**config.mk**
```make
export PLATFORM = sky130hd
export DESIGN_NAME = max_sel18_seq
export DESIGN_NICKNAME = d
export VERILOG_FILES = /design/src/rtl/max_sel18_seq_pkg.sv /design/src/rtl/max_sel18_seq_argmax18_idx.sv /design/src/rtl/max_sel18_seq.sv
export SDC_FILE = /design/constraint.sdc
export NUM_CORES = 1
export LEC_CHECK = 0
export ABC_CLOCK_PERIOD_IN_PS = 22300
export CAP_MARGIN = 40
export CORE_MARGIN = 2
export CORE_UTILIZATION = 24
export DETAILED_ROUTE_END_ITERATION = 16
export DONT_BUFFER_PORTS = 1
export GPL_TIMING_DRIVEN = 1
export PLACE_DENSITY_LB_ADDON = 0.12
export SYNTH_ARGS = -nofsm -noshare
export SYNTH_HDL_FRONTEND = slang
export SYNTH_HIERARCHICAL = 1
export SYNTH_SLANG_ARGS = --single-unit
```
**constraint.sdc**
```tcl
create_clock -name clk -period 22.3 [get_ports clk]
set_input_delay 4.46 -clock clk [delete_from_list [all_inputs] [get_ports clk]]
set_output_delay 4.46 -clock clk [all_outputs]
set_load 0.01 [all_outputs]
```
**src/rtl/max_sel18_seq_pkg.sv**
```systemverilog
// Shared definitions for the sequential max-element selector.
package max_sel18_seq_pkg;

    localparam int N  = 18;  // unit elements
    localparam int W  = 7;   // element width, signed
    localparam int CW = 5;   // count width
    localparam int IW = 5;   // index width, $clog2(N)

    typedef enum logic [1:0] {
        IDLE = 2'd0,
        SCAN = 2'd1,
        DONE = 2'd2
    } state_t;

    // Clamp a requested count to the number of available elements.
    function automatic logic [CW-1:0] sat_count(input logic [CW-1:0] c,
                                                input logic [CW-1:0] lim);
        return (c > lim) ? lim : c;
    endfunction

endpackage

```
**src/rtl/max_sel18_seq_argmax18_idx.sv**
```systemverilog
// Combinational argmax over the valid subset of N signed elements.
// Pairwise tree carrying (value, index, valid); the left operand always
// holds the lower indices, so it wins on equal values.
module argmax18_idx
    import max_sel18_seq_pkg::*;
#(
    parameter int N = max_sel18_seq_pkg::N,
    parameter int W = max_sel18_seq_pkg::W
) (
    input  logic [N*W-1:0] a,
    input  logic [N-1:0]   vld,
    output logic [IW-1:0]  idx,
    output logic           any
);

    // Leaves are padded to 32 with invalid entries; the tree is 5 levels.
    logic signed [W-1:0] val [0:5][0:31];
    logic [IW-1:0]       ix  [0:5][0:31];
    logic                ok  [0:5][0:31];

    // Reduce the padded leaf set level by level down to a single winner.
    always_comb begin
        for (int unsigned l = 0; l < 6; l++) begin
            for (int unsigned i = 0; i < 32; i++) begin
                val[l][i] = '0;
                ix[l][i]  = '0;
                ok[l][i]  = 1'b0;
            end
        end
        for (int unsigned i = 0; i < N; i++) begin
            val[0][i] = a[i*W +: W];
            ix[0][i]  = IW'(i);
            ok[0][i]  = vld[i];
        end
        for (int unsigned l = 0; l < 5; l++) begin
            for (int unsigned i = 0; i < 16; i++) begin
                if (ok[l][2*i] && (!ok[l][2*i+1] || (val[l][2*i] >= val[l][2*i+1]))) begin
                    val[l+1][i] = val[l][2*i];
                    ix[l+1][i]  = ix[l][2*i];
                    ok[l+1][i]  = 1'b1;
                end else begin
                    val[l+1][i] = val[l][2*i+1];
                    ix[l+1][i]  = ix[l][2*i+1];
                    ok[l+1][i]  = ok[l][2*i+1];
                end
            end
        end
        idx = ix[5][0];
        any = ok[5][0];
    end

endmodule

```
**src/rtl/max_sel18_seq.sv**
```systemverilog
// Sequential selector: picks the k largest of N latched signed elements,
// one per cycle, and presents them as a unit-element enable vector.
module max_sel18_seq
    import max_sel18_seq_pkg::*;
#(
    parameter int N  = max_sel18_seq_pkg::N,
    parameter int W  = max_sel18_seq_pkg::W,
    parameter int CW = max_sel18_seq_pkg::CW
) (
    input  logic          clk,
    input  logic          rst,
    input  logic          start,
    input  logic [CW-1:0] count,
    input  logic [N*W-1:0] a,
    output logic          busy,
    output logic          done,
    output logic [N-1:0]  sel
);

    state_t         state;
    logic [N*W-1:0] vec;
    logic [N-1:0]   mask;
    logic [N-1:0]   work;
    logic [CW-1:0]  rem;
    logic [CW-1:0]  k_sat;
    logic [IW-1:0]  pick_idx;
    logic           pick_any;
    logic [N-1:0]   pick;

    argmax18_idx #(
        .N(N),
        .W(W)
    ) u_argmax (
        .a   (vec),
        .vld (~mask),
        .idx (pick_idx),
        .any (pick_any)
    );

    // One-hot of the element chosen this cycle and the clamped request size.
    always_comb begin
        pick  = pick_any ? ({{(N-1){1'b0}}, 1'b1} << pick_idx) : '0;
        k_sat = sat_count(count, CW'(N));
    end

    // Busy reflects the scanning phase only.
    always_comb begin
        busy = (state == SCAN);
    end

    // FSM, operand latch, mask/selection update and output register.
    // sel is loaded on the edge that enters DONE; done follows one edge later.
    always_ff @(posedge clk) begin
        if (rst) begin
            state <= IDLE;
            vec   <= '0;
            mask  <= '0;
            work  <= '0;
            rem   <= '0;
            sel   <= '0;
            done  <= 1'b0;
        end else begin
            done <= 1'b0;
            case (state)
                IDLE: begin
                    if (start) begin
                        vec  <= a;
                        rem  <= k_sat;
                        mask <= '0;
                        work <= '0;
                        if (k_sat == '0) begin
                            sel   <= '0;
                            state <= DONE;
                        end else begin
                            state <= SCAN;
                        end
                    end
                end
                SCAN: begin
                    mask <= mask | pick;
                    work <= work | pick;
                    rem  <= rem - 1'b1;
                    if (rem == CW'(1)) begin
                        sel   <= work | pick;
                        state <= DONE;
                    end
                end
                DONE: begin
                    done  <= 1'b1;
                    state <= IDLE;
                end
                default: state <= IDLE;
            endcase
        end
    end

endmodule

```
Word level (Yosys, flattened, before mapping):

Index checks and enable logic that the tools add are counted.

* register bits after elaboration: 188

* add/sub/neg operators: 1
* reduce and logical (&&, ||, !) cells: 58
* $lt $le $gt $ge: 18
* bitwise gates (word level): 3
* equal/unequal tests: 6
* muxes and demuxes: 75
* shift operators: 1

Operators by type and width (number)
* $mux W7: 19
* $ge A7 B7 Y1: 17
* $pmux W18 S2: 3
* $mux W18: 5
* $mux W5: 13
* $or A18 B18 Y18: 2
* $mux W1: 30
* $not A18 Y18: 1
* $shl A1 B5 Y18 const A: 1
* $logic_and A1 B1 Y1: 17
* $logic_not A1 Y1: 17
* $logic_or A1 B1 Y1: 17
* $pmux W5 S2: 1
* $mux W2: 3
* $reduce_and A2 Y1: 3
* $eq A5 B1 Y1 const B: 1
* $gt A5 B5 Y1 const B: 1
* $logic_not A5 Y1: 1
* $sub A5 B1 Y5 const B: 1
* $ne A2 B2 Y1 const B: 2
* $pmux W2 S2: 1
* $reduce_and A4 Y1: 1
* $eq A2 B1 Y1 const B: 1
* $eq A2 B2 Y1 const B: 1
* other kinds (3): 3

Logic depth before layout (Yosys ltp):

* depth in word-level cells: 26
* mapped depth: 46
* gate-level depth less buffers: 42

Hierarchy:

The synthesis kept the hierarchy.

By module, submodules not included
* max_sel18_seq: instances 1, cells an instance 848, sequential area each 3763.6 um^2, area an instance 6756.5 um^2
* argmax18_idx: instances 1, cells an instance 669, sequential area each 0.0 um^2, area an instance 5132.4 um^2

Least setup slack after synthesis:

OpenSTA, ideal clock, no wires.

* path type: register to register
* start point: register vec[39]
* end point: register sel[16]
* path slack: 13.539 ns
* data arrival time: 8.670 ns
* clock period less this slack: 8.761 ns
* stages on the path, launching flop included: 40
* path through: dfxtp_1 inv_1 ha_1 a21o_1 a2111oi_0 o21ai_1 o21ai_4 mux2i_1 inv_1 ha_1 a21o_1 a31oi_1 nor3_1 a211oi_1 mux2i_1 ha_1 nand2b_1 a2111oi_1 (+4 left out) ha_1 a21o_1 a211oi_1 o21bai_1 and2_4 buf_12 a221o_1 o221a_1 ha_1 o2111ai_1 a21oi_1 nand4b_1 o221ai_1 a2111oi_0 a211oi_2 nor3_1 nand4_1 a311oi_1

* word-level cells in the longest chain between the ends: 25
* elaborated cells between the ends (all ways): 35
* classes of those cells: 5 x order compare; 1 x shift; 17 x mux; 1 x bitwise; 11 x reduce/logical

Ends and longest elaborated chain
* start, declared: RTL line max_sel18_seq.sv:21 `logic [N*W-1:0] vec;`
* start signal, assigned: RTL line max_sel18_seq.sv:56 `vec <= '0;`
* start signal, assigned: RTL line max_sel18_seq.sv:67 `vec <= a;`
* $ge A7 B7 Y1: RTL line max_sel18_seq_argmax18_idx.sv:37 `if (ok[l][2*i] && (!ok[l][2*i+1] || (val[l][2*i] >= val[l][2*i+1]))) begin`
* $logic_or A1 B1 Y1: RTL line max_sel18_seq_argmax18_idx.sv:37
* $logic_and A1 B1 Y1: RTL line max_sel18_seq_argmax18_idx.sv:37
* $mux W7: RTL line max_sel18_seq_argmax18_idx.sv:37
* $ge A7 B7 Y1: RTL line max_sel18_seq_argmax18_idx.sv:37
* $logic_or A1 B1 Y1: RTL line max_sel18_seq_argmax18_idx.sv:37
* $logic_and A1 B1 Y1: RTL line max_sel18_seq_argmax18_idx.sv:37
* $mux W7 / $mux W1 (equally long branches): RTL line max_sel18_seq_argmax18_idx.sv:37
* (+10 left out)
* $logic_and A1 B1 Y1: RTL line max_sel18_seq_argmax18_idx.sv:37
* $mux W5 (*): RTL line max_sel18_seq_argmax18_idx.sv:37
* via pick_idx[0]: RTL line max_sel18_seq.sv:26 `logic [IW-1:0] pick_idx;`
* $shl A1 B5 Y18 (*): RTL line max_sel18_seq.sv:42 `pick = pick_any ? ({{(N-1){1'b0}}, 1'b1} << pick_idx) : '0;`
* $mux W18 (*): RTL line max_sel18_seq.sv:42
* $or A18 B18 Y18 (*): RTL line max_sel18_seq.sv:84 `sel <= work | pick;`
* $mux W18 (*): RTL line max_sel18_seq.sv:83 `if (rem == CW'(1)) begin`
* $pmux W18 S2 (*): RTL line max_sel18_seq.sv:64 `case (state)`
* end signal, assigned: RTL line max_sel18_seq.sv:84
* end, declared: RTL line max_sel18_seq.sv:17 `output logic [N-1:0] sel`

The timed path passes the listed nets; every way through them passes the cells marked *. The select of a mux whose other input is x is not followed.
A chain may end at the register's enable or synchronous reset.

Final worst setup path:

Ends and elaborated chain as after synthesis.

==> reports/qor.csv <==
metric;value;unit
critical path type;reg2reg;
Post-DP Area;0.0125;mm2
Port-buffer cells;0;
Slowest Stage Delay on Critical Path;0.66;ns
Inserted Clock Buffers;17;
Pins Over Slew Limit;0;
residual DRC count;0;
maximum frequency from static timing analysis;94.4;MHz
worst slew pin tran;0.889;ns
reg-to-reg startpoint;vec[39];
pin count of the biggest net entering global routing;183;
final setup vio count;0;
number of enable flip-flop cells after synthesis;0;
FP Rows;81;
clock-pin slew reported for the worst setup and hold paths after clock tree synthesis;0.08;ns
unique cell type count in the Yosys netlist;87;
leakage;4.97;nW
share of the clock period used by the worst path after layout;47.5;%
worst min-delay path category;reg2reg;
post-route minimum period;10.60;ns
sequential group share of total power;15.6;%
Clock Path Buffers;2;
DIE WIDTH;227;um
worst-case vdd ir drop;0.000147;V
mean routed wirelength per cell;17.4;um
Critical Path End Type;flip-flop;
power spent charging and discharging nets;1.32;mW
unrepaired setup endpoints after global routing;no;
setup TNS;0;ns
number of top-level pins;154;
grt total ovfl;0;
commonest non-fill, non-tap cell in the layout;nand2_1;
overall die area;0.0513;mm2
register area share after synthesis;31.7;%
via count;10138;
first-pass GRT wire length;58900;um
# H-tree levels;4;
number of hold violations in the final report;0;
violation count after the first detailed-routing iteration;508;
slowest cell on the critical path;a211oi_1;
post_cts resized;0;
Mean Syn Cell Area;7.84;um2
Crit path top cell by count;ha_1;
post-synthesis net count;1772;
antenna diode count;0;
leading cell types in the layout, fill and taps excluded;nand2_1, a21oi_1, dfxtp_1;
area of all placed cells without fillers;0.0131;mm2
hold buffers post-CTS;0;
number of nets at the end of the flow;1731;
Cell Area, Synth;0.0119;mm2
Critical Path RT;22.71;ns
number of nets with antenna violations after routing;0;
worst endpoint data arrival time;11.01;ns
Clock Sinks;188;
Vias/cell;4.71;
Initial Utilization;24.3;%
start point of the critical path;vec[39];
fraction of final layout cells with drive strength greater than 1;7.25;%
cell chosen for the clock root;clkbuf_16;
clock latency on the worst-skew pair;0.50;ns
power density of the placed cells;195;mW/mm2
vertical extent of the die;227;um
cell internal power dissipation;1.23;mW
overall routing resource usage;15.2;%
initial antenna violation count;0;
placed wire-length estimate after detailed placement;28700;um
area grow syn2layout;10.0;%
synthesized flop and latch total;188;
critical path fanouts, max;12;
number of optimization iterations in the first detailed-route pass;5;
Hold Crit Start;work[11];
routability cong.;0.796;
Max-Slew Margin vs Limit;40.7;%
clock share of power;12.8;%
share of flip-flops with an asynchronous set or reset after synthesis;0;%
Logic pwr share;71.6;%
outcome;completed;
largest clock skew in the final design;0.0126;ns
Syn. warnings;6;
switching share of total power;51.7;%
Std-Cell Core Area;0.0490;mm2
number of max-cap violations;0;
Post CTS Setup Buffer Count;0;
CTS tree;done;
Critical Path Source Type;flip-flop;
via count of the first global-routing pass;9943;
Top FF cell, synth;dfxtp_1;
wirelength, routed;37400;um
cell count after synthesis;1517;
[cell families after synthesis]
logic type	share of synthesized area [%]
buf+inv	6.88
fa+ha+maj	12.7
mux	5.78
simple gates	21.1
flops	31.7
compound gates	21.9
[power groups by stage]
stage	Sequential, mW	Clock (mW)	Combinational, mW
detailed placement	0.405	0	1.83
global placement	0.405	0	1.80
CTS	0.397	0.342	1.83
global route	0.402	0.355	2.04
floorplan	0.395	0	1.40
finish	0.396	0.327	1.83
[layout make-up]
class / instances / area, um2
inverters: 133 / 499
clock buffers: 17 / 425
well taps: 664 / 831
flip-flops and latches: 188 / 3760
fillers: 5352 / 35900
clock inverters: 15 / 194
multi-input cells: 1128 / 7310
repair buffers: 8 / 51.3
[Yosys cell counts, drive strengths merged, types with 5 or more instances]
master	number	share of area, %
a311oi	7	0.52
o21ai	32	1.7
o211ai	20	1.3
a2111oi	12	1.0
mux2i	45	3.8
mux2	21	2.0
nand3	23	0.97
nand4	11	0.58
a21oi	197	8.3
or2	10	0.55
a21o	17	1.1
o221a	7	0.66
and2	13	0.71
nor3	16	0.80
clkbuf	43	1.5
ha	121	13
nand2b	23	1.3
dfxtp	188	32
nand2	378	12
inv	133	4.2
a22oi	15	0.95
a21boi	6	0.38
a211oi	9	0.97
a31oi	12	0.63
o2111ai	15	1.1
nor2	34	1.1
buf	25	1.2
nor2b	12	0.63
a221o	7	0.59
nand3b	5	0.32
o2bb2ai	8	0.59
[metrics by stage]
| step | power [mW] | setup WS (ns) | util (%) | instances | hold WS [ns] |
|---|---|---|---|---|---|
| detailed placement | 2.23 | 11.71 | 25.5 | 2121 | 0.440 |
| global placement | 2.20 | 11.72 | 25.4 | 2118 | 0.437 |
| finish | 2.55 | 11.70 | 26.7 | 2153 | 0.456 |
| global route | 2.80 | 10.74 | 26.7 | 2153 | 0.470 |
| CTS | 2.57 | 11.65 | 26.7 | 2153 | 0.452 |
| floorplan | 1.80 | 13.54 | - | 1517 | 0.433 |
[final timing paths]
check             cells after the start  slack (ns)        to
setup reg to reg                     40       11.70   sel[16]
hold / removal                        2        0.46  work[11]
setup / recovery                     40       11.70   sel[16]
hold reg to reg                       2        0.46  work[11]
[layer usage]
layer / GRT usage (%) / up-vias / routed length [um]
met5: 0 / - / 0
met4: 5.20 / 0 / 657
met3: 3.63 / 34 / 1740
met2: 23.5 / 156 / 16600
met1: 20.6 / 4732 / 18400
li1: - / 5216 / -
[sequential cells by signal (all words and copies together), names as in the netlist]
signal and cells:
sel 18, rem 5, mask 18, done 1, vec 126, state 2, work 18
[critical path, delay by kind of cell, from the launching register on]
| family | cells | cell delay [ns] |
|---|---|---|
| buffers and inverters | 4 | 0.46 |
| AO/OA/AOI/OAI | 20 | 5.29 |
| multiplexers | 3 | 1.11 |
| AND/OR/NAND/NOR | 8 | 1.90 |
| flip-flops | 1 | 0.36 |
| adder cells (fa/ha/maj) | 5 | 1.37 |
Power figures use the tool's default switching activity.
